==> src/rtl/serial_add_pkg.sv <==
// Shared types and helpers for the bit-serial adder sequencer.
package serial_add_pkg;

    typedef enum logic [1:0] {
        IDLE = 2'b00,
        RUN  = 2'b01,
        DONE = 2'b10
    } state_e;

    // Bit counter width; never below 1 so WIDTH=1 still has a counter flop.
    function automatic int cnt_width(input int width);
        if ($clog2(width) < 1) begin
            return 1;
        end
        return $clog2(width);
    endfunction

endpackage

==> src/rtl/serial_add_ctrl_fa.sv <==
// Single-bit full adder cell reused once per bit step by serial_add_ctrl.
module FA (
    input  logic a,
    input  logic b,
    input  logic Cin,
    output logic s,
    output logic Cout
);

    assign s    = a ^ b ^ Cin;
    assign Cout = (a & b) | (Cin & (a ^ b));

endmodule

==> src/rtl/serial_add_ctrl.sv <==
// Bit-serial adder: one FA cell, LSB first, registered carry between steps.
module serial_add_ctrl
    import serial_add_pkg::*;
#(
    parameter int WIDTH = 8
) (
    input  logic             clk,
    input  logic             rst,
    input  logic             start,
    input  logic [WIDTH-1:0] a,
    input  logic [WIDTH-1:0] b,
    input  logic             cin,
    output logic             busy,
    output logic             done,
    output logic [WIDTH-1:0] sum,
    output logic             cout
);

    localparam int CNT_W = cnt_width(WIDTH);
    localparam logic [CNT_W-1:0] LAST_BIT = CNT_W'(WIDTH - 1);

    state_e           state_q, state_d;
    logic [WIDTH-1:0] a_sh_q, a_sh_d;
    logic [WIDTH-1:0] b_sh_q, b_sh_d;
    logic [WIDTH-1:0] r_sh_q, r_sh_d;
    logic             carry_q, carry_d;
    logic [CNT_W-1:0] cnt_q, cnt_d;
    logic [WIDTH-1:0] sum_q, sum_d;
    logic             cout_q, cout_d;
    logic             busy_q, busy_d;
    logic             done_q, done_d;

    logic             fa_s;
    logic             fa_cout;
    logic [WIDTH-1:0] r_shifted;

    FA u_fa (
        .a    (a_sh_q[0]),
        .b    (b_sh_q[0]),
        .Cin  (carry_q),
        .s    (fa_s),
        .Cout (fa_cout)
    );

    // Result register fills from the MSB side so bit 0 ends up at the LSB.
    generate
        if (WIDTH == 1) begin : g_r_w1
            assign r_shifted = fa_s;
        end else begin : g_r_wn
            assign r_shifted = {fa_s, r_sh_q[WIDTH-1:1]};
        end
    endgenerate

    always_comb begin
        state_d = state_q;
        a_sh_d  = a_sh_q;
        b_sh_d  = b_sh_q;
        r_sh_d  = r_sh_q;
        carry_d = carry_q;
        cnt_d   = cnt_q;
        sum_d   = sum_q;
        cout_d  = cout_q;

        unique case (state_q)
            IDLE: begin
                if (start) begin
                    state_d = RUN;
                    a_sh_d  = a;
                    b_sh_d  = b;
                    carry_d = cin;
                    cnt_d   = '0;
                end
            end
            RUN: begin
                a_sh_d  = a_sh_q >> 1;
                b_sh_d  = b_sh_q >> 1;
                r_sh_d  = r_shifted;
                carry_d = fa_cout;
                cnt_d   = cnt_q + CNT_W'(1);
                if (cnt_q == LAST_BIT) begin
                    state_d = DONE;
                    sum_d   = r_shifted;
                    cout_d  = fa_cout;
                end
            end
            DONE: begin
                state_d = IDLE;
            end
            default: begin
                state_d = IDLE;
            end
        endcase

        busy_d = (state_d != IDLE);
        done_d = (state_d == DONE);
    end

    always_ff @(posedge clk) begin
        if (rst) begin
            state_q <= IDLE;
            a_sh_q  <= '0;
            b_sh_q  <= '0;
            r_sh_q  <= '0;
            carry_q <= 1'b0;
            cnt_q   <= '0;
            sum_q   <= '0;
            cout_q  <= 1'b0;
            busy_q  <= 1'b0;
            done_q  <= 1'b0;
        end else begin
            state_q <= state_d;
            a_sh_q  <= a_sh_d;
            b_sh_q  <= b_sh_d;
            r_sh_q  <= r_sh_d;
            carry_q <= carry_d;
            cnt_q   <= cnt_d;
            sum_q   <= sum_d;
            cout_q  <= cout_d;
            busy_q  <= busy_d;
            done_q  <= done_d;
        end
    end

    assign busy = busy_q;
    assign done = done_q;
    assign sum  = sum_q;
    assign cout = cout_q;

endmodule

==> config.mk <==
export PLATFORM = sky130hd
export DESIGN_NAME = serial_add_ctrl
export DESIGN_NICKNAME = d
export VERILOG_FILES = /design/src/rtl/serial_add_pkg.sv /design/src/rtl/serial_add_ctrl_fa.sv /design/src/rtl/serial_add_ctrl.sv
export SDC_FILE = /design/constraint.sdc
export NUM_CORES = 1
export LEC_CHECK = 0
export BUFFER_PORTS_ARGS = -buffer_cell sky130_fd_sc_hd__buf_2
export CORE_AREA = 2 2 82 84
export DETAILED_ROUTE_END_ITERATION = 16
export DIE_AREA = 0 0 84 86
export GPL_ROUTABILITY_DRIVEN = 0
export HOLD_SLACK_MARGIN = 0.02
export RECOVER_POWER = 25
export SETUP_SLACK_MARGIN = 0.5
export SLEW_MARGIN = 20
export SYNTH_ARGS = -nofsm -noshare
export SYNTH_HDL_FRONTEND = slang
export SYNTH_HIERARCHICAL = 1
export SYNTH_SLANG_ARGS = --single-unit
export TNS_END_PERCENT = 1
==> constraint.sdc <==
create_clock -name clk -period 1.86 [get_ports clk]
set_input_delay 0.372 -clock clk [delete_from_list [all_inputs] [get_ports clk]]
set_output_delay 0.372 -clock clk [all_outputs]
set_load 0.01 [all_outputs]
==> run_results.csv, run 1 <==
group,metric,value,unit
route,wire_per_inst,12.14,um
clock_network,clockBufferDepth,2,
route,drt_iter0_markers,100,
timing,rsz0062_at_grt,"true",
global_routing,grt-ovfl-total,0,
yosys,synth-simple-area-share,14.70,%
job,maxCapViolCount,0,
critical_path,reg2reg_slack,0.50,ns
route,wl,3398,um
power_and_ir_drop,p_total,0.002095,W
global_routing,grt_pass1_vias,1201,
route,top_layer,"met4",
timing,finalSetupViolCount,0,
min_path,holdPathEnd,"b_sh_q[7]$_SDFFE_PP0P_",
die,pin_count,31,
yosys,syn_avg_cell_area,9.773,um^2
min_path,min-delay-start,"b[7]",
die,dieArea,7224,um^2
critical_path,end_kind,"flip-flop",
yosys,synth-xor-area-share,0,%
die,die_h,86,um
yosys,syn-num-nets,192,
yosys,yosys_warnings,6,
yosys,synth_top_area_cell,"dfxtp_1",
power_and_ir_drop,max-vdd-ir-drop,401.7,uV
run_status,status,"complete, no violations",
die,die_width,84,um
finish,diodes,0,
critical_path,crit_required,2.02,ns
place,io_buffers,30,
route,drt-met1-wl,1672,um
yosys,synth_fa_ha_area_share,2.727,%
timing,hold_viol,0,
finish,drive_gt1_share,26.11,%
timing,fin_crit_sh,73.34,%
clock_network,cts.sinks,40,
timing,whs,0.3334,ns
yosys,ys_seq_area_share,48.48,%
yosys,syn_inst,169,
global_routing,grt_pass1_wl,5637,um
route,antenna_left,0,
route,vias_per_cell,4.493,
yosys,synth_mux_area_share,9.091,%
die,start_util,26.31,%
critical_path,r2r-start,"state_q[0]$_SDFF_PP0_",
timing,tns,0,ns
place,dp_hpwl,2189,um
min_path,whs_path_depth,3,
timing,period_needed,1.364,ns
clock_network,postCtsHoldBufs,0,
global_routing,antenna_found_initial,0,
place,dpl_cell_area,1873,um^2
clock_network,cts_root_buffer,"clkbuf_8",
clock_network,cts_tree,"built",
critical_path,cp.arrival,1.53,ns
finish,syn_to_final_growth,24.32,%
route,wl_met3,104,um
route,vias,1258,
route,drt_pass1_iterations,4,
finish,num-fill-cells,679,
timing,relSlewSlack,65.63,%
critical_path,cp_max_fo,11,
power_and_ir_drop,p_leak,0.7856,nW
yosys,synth_compound_area_share,20.91,%
clock_network,clk_pin_slew_worst_paths,0.08,ns
timing,worstMarginPinSlew,0.5155,ns
critical_path,r2r_end,"b_sh_q[0]$_SDFFE_PP0P_",
clock_network,clk_latency,0.29,ns
yosys,yosysTopAreaCellShare,48.48,%
yosys,synth_cell_types,21,
yosys,syn-cell-area,1652,um^2
route,drc,0,
finish,fin_util,32.71,%
clock_network,h-tree-depth,2,
critical_path,critical_path_class,"flip-flop to flip-flop",
power_and_ir_drop,p_per_area,1020,nW/um^2
die,num_rows,29,
timing,finClkSkew,0.006482,ns
timing,drv_slew,0,
yosys,synth_top_family_by_area,"compound AO/OA/AOI/OAI gates",
global_routing,grt_max_degree,41,
clock_network,numCtsBuffers,5,
die,core-area,6277,um^2
critical_path,r2r_cells,3,
route,dr_wl_met2,1558,um
timing,clock.fmax,733.0,MHz
critical_path,start_kind,"flip-flop",
global_routing,groute.usage.overall,9.549,%
finish,final_area,2053,um^2
yosys,synth_area_leaders,"dfxtp_1 48%, a211oi_2 12%, mux2i_1 9.1%",
finish,layout.nets,225,
min_path,hp-class,"primary input to flip-flop",
yosys,ys_ff_latch,40,
placed cells by master (no fill, tap or decap), types with 2 or more instances in the layout:
master      n
dfxtp_1    40
nand2_1    32
nor2_1     23
buf_2      19
a21oi_1    16
a211oi_2   16
mux2i_1    15
clkbuf_1   11
clkbuf_8    5
buf_4       5
a22oi_1     4
bufinv_16   3
ha_1        2
through the flow:
step | cells | setup slack (ns)
after floorplan | 169 | 0.6274
after global placement | 268 | 0.5104
after detailed placement | 268 | 0.4267
after CTS | 278 | 0.4925
after global routing | 280 | 0.4056
final | 280 | 0.4958
kinds of logic after synthesis:
logic type / count (synthesis)
buffers and inverters: 12
and+or+nand+nor: 60
muxes: 15
DFF: 40
AOI/OAI and AO/OA: 39
adders and majority gates: 3
what timing repair did:
item	in CTS	in global routing
endpoints found under the setup margin	10	27
pin swaps	0	1
gates cloned	0	2
gates resized for setup	1	0
setup buffers	2	0
routing by layer:
metal	up-vias	global-route usage [%]
li1	649	-
met5	-	0
met3	6	2.310
met1	580	12.73
met4	0	3.959
met2	23	14.84
cell type report:
type | count | area [um^2] | share of cell area, %
multi-input combinational | 119 | 803.3 | 39.12
sequential | 40 | 800.8 | 39.00
timing repair buffer | 36 | 193.9 | 9.445
tap | 77 | 96.34 | 4.692
clock inverter | 3 | 90.09 | 4.388
clock buffer | 5 | 68.82 | 3.352
state kept, by name, summed over array words and instances, names as in the netlist:
| signal | flops |
|---|---|
| carry_q | 1 |
| state_q | 2 |
| a_sh_q | 8 |
| cout | 1 |
| b_sh_q | 8 |
| done | 1 |
| cnt_q | 3 |
| sum | 8 |
| r_sh_q | 7 |
| busy | 1 |
worst max-delay path, stage by stage, from the launching register on:
cell	delay [ns]
dfxtp_1	0.53
buf_4	0.29
mux2i_1	0.31
a211oi_2	0.10
cells in the mapped netlist:
master	n
fa_1	1
mux2i_1	15
clkbuf_1	3
nand2b_1	1
and3b_1	1
ha_1	2
o21ba_4	1
buf_4	5
nand2_1	32
a21oi_1	16
o21bai_2	1
dfxtp_1	40
nand3b_1	1
a211oi_1	1
nor3b_1	1
buf_1	1
a211oi_2	16
a22oi_1	4
nor2_1	23
nor2b_1	1
buf_2	3
report_power, final:
group,internal (W),switching (W),total (W)
combinational,0.0000905,0.000107,0.000198
clock,0.000671,0.000305,0.000976
sequential,0.000896,0.0000255,0.000922
total,0.00166,0.000437,0.00210
worst max path at each step:
stage / from / endpoint / slack, ns / cells past startpoint
3_3_place_gp: cnt_q[0]$_SDFFE_PP0P_ / sum[5]$_SDFFE_PP0P_ / 0.51 / 5
4_1_cts: state_q[0]$_SDFF_PP0_ / a_sh_q[6]$_SDFFE_PP0P_ / 0.49 / 3
6_report: state_q[0]$_SDFF_PP0_ / b_sh_q[0]$_SDFFE_PP0P_ / 0.50 / 3
3_5_place_dp: cnt_q[0]$_SDFFE_PP0P_ / sum[6]$_SDFFE_PP0P_ / 0.43 / 5
2_1_floorplan: cnt_q[0]$_SDFFE_PP0P_ / sum[7]$_SDFFE_PP0P_ / 0.63 / 6
5_1_grt: cnt_q[0]$_SDFFE_PP0P_ / cout$_SDFFE_PP0P_ / 0.41 / 6
Note: power is estimated with default switching activity, not from simulation.
==> run 2, diff against run 1 <==
==> constraint.sdc (replaced) <==
create_clock -name clk -period 1.2 [get_ports clk]
set_input_delay 0.24 -clock clk [delete_from_list [all_inputs] [get_ports clk]]
set_output_delay 0.24 -clock clk [all_outputs]
set_load 0.01 [all_outputs]
==> run 2 against run 1 <==
  * The flow now finishes with violations (setup timing)
  * Count of clock-buffer cells in the layout increased by 3
  * Combinational power is 79% higher
  * Cell count up 1.8%
  * Largest power group is now sequential cells
  * Via count increased by 1.3%
  * Utilization grew 2.4 points
  * Global-route usage grew 0.57 points
  * Sequential share of layout area fell by 2.2 points
  * Sequential power up 55%
  * Clock skew decreased by 0.0051 ns
==> run_results.csv, run 2 (synthesis gave the netlist of run 1 again) <==
group,metric,value,unit
run_status,status,"complete, but fails checks",
run_status,violations,"setup timing",
clock_network,cts.sinks,40,
route,drt_iter0_markers,35,
job,maxCapViolCount,0,
place,io_buffers,30,
critical_path,cp_max_fo,6,
clock_network,cts_root_buffer,"clkbuf_8",
critical_path,cpMaxStageDelayCell,"dfxtp_2",
power_and_ir_drop,p_per_area,1228,nW/um^2
global_routing,grt_pass1_wl,5858,um
critical_path,r2r_end,"sum[0]$_SDFFE_PP0P_",
die,core-area,6277,um^2
global_routing,grt_max_degree,22,
critical_path,cpPeakStageDelay,0.34,ns
timing,finClkSkew,0.001432,ns
clock_network,clockBufferDepth,2,
critical_path,start_kind,"flip-flop",
route,drt_pass1_iterations,4,
finish,drive_gt1_share,42.79,%
route,wl,3330,um
global_routing,antenna_found_initial,0,
place,placed_cells_incl_taps,277,
critical_path,end_kind,"flip-flop",
critical_path,r2r_cells,6,
critical_path,crit_family,"flip-flops",
critical_path,cp.arrival,1.40,ns
finish,layout_commonest_cell,"dfxtp_1",
power_and_ir_drop,p_leak,0.8553,nW
finish,num-fill-cells,642,
critical_path,reg2reg_slack,-0.02,ns
place,dp_hpwl,2356,um
finish,layout_common_cells,"33 x dfxtp_1, 24 x nand2_1, 23 x nor2_1, 23 x buf_2, 16 x a211oi_2",
global_routing,grt_pass1_vias,1299,
timing,rsz0062_at_grt,"true",
route,antenna_left,0,
finish,final_area,2205,um^2
finish,fin_cells,285,
route,wire_per_inst,11.68,um
die,num_rows,29,
timing,clock.fmax,822.3,MHz
die,dieArea,7224,um^2
power_and_ir_drop,max-vdd-ir-drop,532.4,uV
timing,drv_slew,0,
global_routing,groute.usage.overall,10.12,%
timing,relSlewSlack,82.09,%
finish,layout.nets,230,
finish,syn_to_final_growth,33.48,%
critical_path,crit_buf_inv,1,
clock_network,numCtsBuffers,5,
route,drc,0,
timing,finalSetupViolCount,6,
critical_path,r2r-start,"cnt_q[0]$_SDFFE_PP0P_",
timing,period_needed,1.216,ns
timing,layout_setup_ws,-0.01608,ns
die,die_h,86,um
finish,diodes,0,
route,vias,1274,
min_path,holdPathEnd,"a_sh_q[7]$_SDFFE_PP0P_",
clock_network,cts_tree,"built",
place,dpl_cell_area,2017,um^2
clock_network,h-tree-depth,2,
route,vias_per_cell,4.470,
min_path,min-delay-start,"a[7]",
die,pin_count,31,
die,start_util,26.31,%
critical_path,crit_top_cell,"ha_4",
die,die_width,84,um
critical_path,critical_path_class,"flip-flop to flip-flop",
timing,worstMarginPinSlew,0.2687,ns
min_path,hp-class,"primary input to flip-flop",
critical_path,crit_required,1.38,ns
critical_path,cp_cell_sequence,"ha_4 -> ha_4 -> and3b_2 -> buf_6 -> nand2_1 -> a21oi_1",
timing,hold_viol,0,
clock_network,clk_latency,0.29,ns
min_path,whs_path_depth,3,
timing,fin_crit_sh,101.3,%
global_routing,grt-ovfl-total,0,
clock_network,clk_pin_slew_worst_paths,0.07,ns
-- run 2: cell types whose count changed in the layout (fill, tap and decap cells not counted), sizes merged --
cell,previous run,this run
buf,25,42
and3b,2,1
bufinv,3,0
o21ba,2,1
clkbuf,16,9
-- run 2: worst reg2reg max path, delay by kind of cell (launching register included) --
kind / cells / cell delay (ns)
adder cells (fa/ha/maj): 2 / 0.31
flip-flops: 1 / 0.34
AO/OA/AOI/OAI: 1 / 0.05
AND/OR/NAND/NOR: 2 / 0.27
buffers and inverters: 1 / 0.14
-- run 2: how the worst max path moves through the flow --
stage / cells after the start / slack (ns) / startpoint / to
after floorplan: 6 / 0.07 / cnt_q[0]$_SDFFE_PP0P_ / sum[7]$_SDFFE_PP0P_
after global placement: 6 / 0.004 / cnt_q[1]$_SDFFE_PP0P_ / sum[6]$_SDFFE_PP0P_
after detailed placement: 6 / -0.02 / cnt_q[1]$_SDFFE_PP0P_ / sum[3]$_SDFFE_PP0P_
after CTS: 6 / -0.008 / cnt_q[1]$_SDFFE_PP0P_ / sum[6]$_SDFFE_PP0P_
after global routing: 6 / -0.04 / cnt_q[0]$_SDFFE_PP0P_ / sum[0]$_SDFFE_PP0P_
final: 6 / -0.02 / cnt_q[0]$_SDFFE_PP0P_ / sum[0]$_SDFFE_PP0P_
-- run 2: metrics by stage --
stage	utilization [%]	setup TNS [ns]	power (W)	hold WS (ns)	setup WS, ns
6_report	35.12	-0.03430	0.002706	0.1826	-0.01608
5_1_grt	35.12	-0.3257	0.002854	0.2004	-0.04182
4_1_cts	34.58	-0.02337	0.002764	0.1689	-0.007898
3_5_place_dp	32.13	-0.05728	0.001808	0.4466	-0.02190
3_3_place_gp	32.13	0	0.001803	0.4418	0.004442
2_1_floorplan	-	0	0.001685	0.3883	0.06728
-- run 2: final cells by class --
| cell class | count | area (um^2) | share of cell area, % |
|---|---|---|---|
| clock buffers | 8 | 90.09 | 4.086 |
| multi-input cells | 117 | 848.3 | 38.48 |
| flip-flops and latches | 40 | 812.0 | 36.83 |
| well taps | 77 | 96.34 | 4.370 |
| repair buffers | 43 | 357.8 | 16.23 |
-- run 2: where the power goes --
| part | internal [W] | switching (W) | leakage [nW] |
|---|---|---|---|
| registers | 0.00139 | 0.0000410 | 0.330 |
| logic | 0.000180 | 0.000174 | 0.480 |
| clock network | 0.000469 | 0.000450 | 0.0455 |
-- run 2: repair_timing --
action / CTS / global route
resized for setup: 19 / 18
hold endpoints to repair: 0 / 0
pin swaps: 5 / 5
cloned: 0 / 0
endpoints found under the setup margin: 51 / 51
hold buffers: 0 / 0
buffers inserted: 0 / 0
-- run 2: layer usage --
layer	vias to the layer above	global-route usage, %	wire [um]	share of wire (%)
li1	657	-	-	-
met1	587	11.88	1534	46
met2	25	16.65	1551	47
met3	5	3.465	188	5.6
met4	0	4.839	55	1.7
met5	-	0	0	0
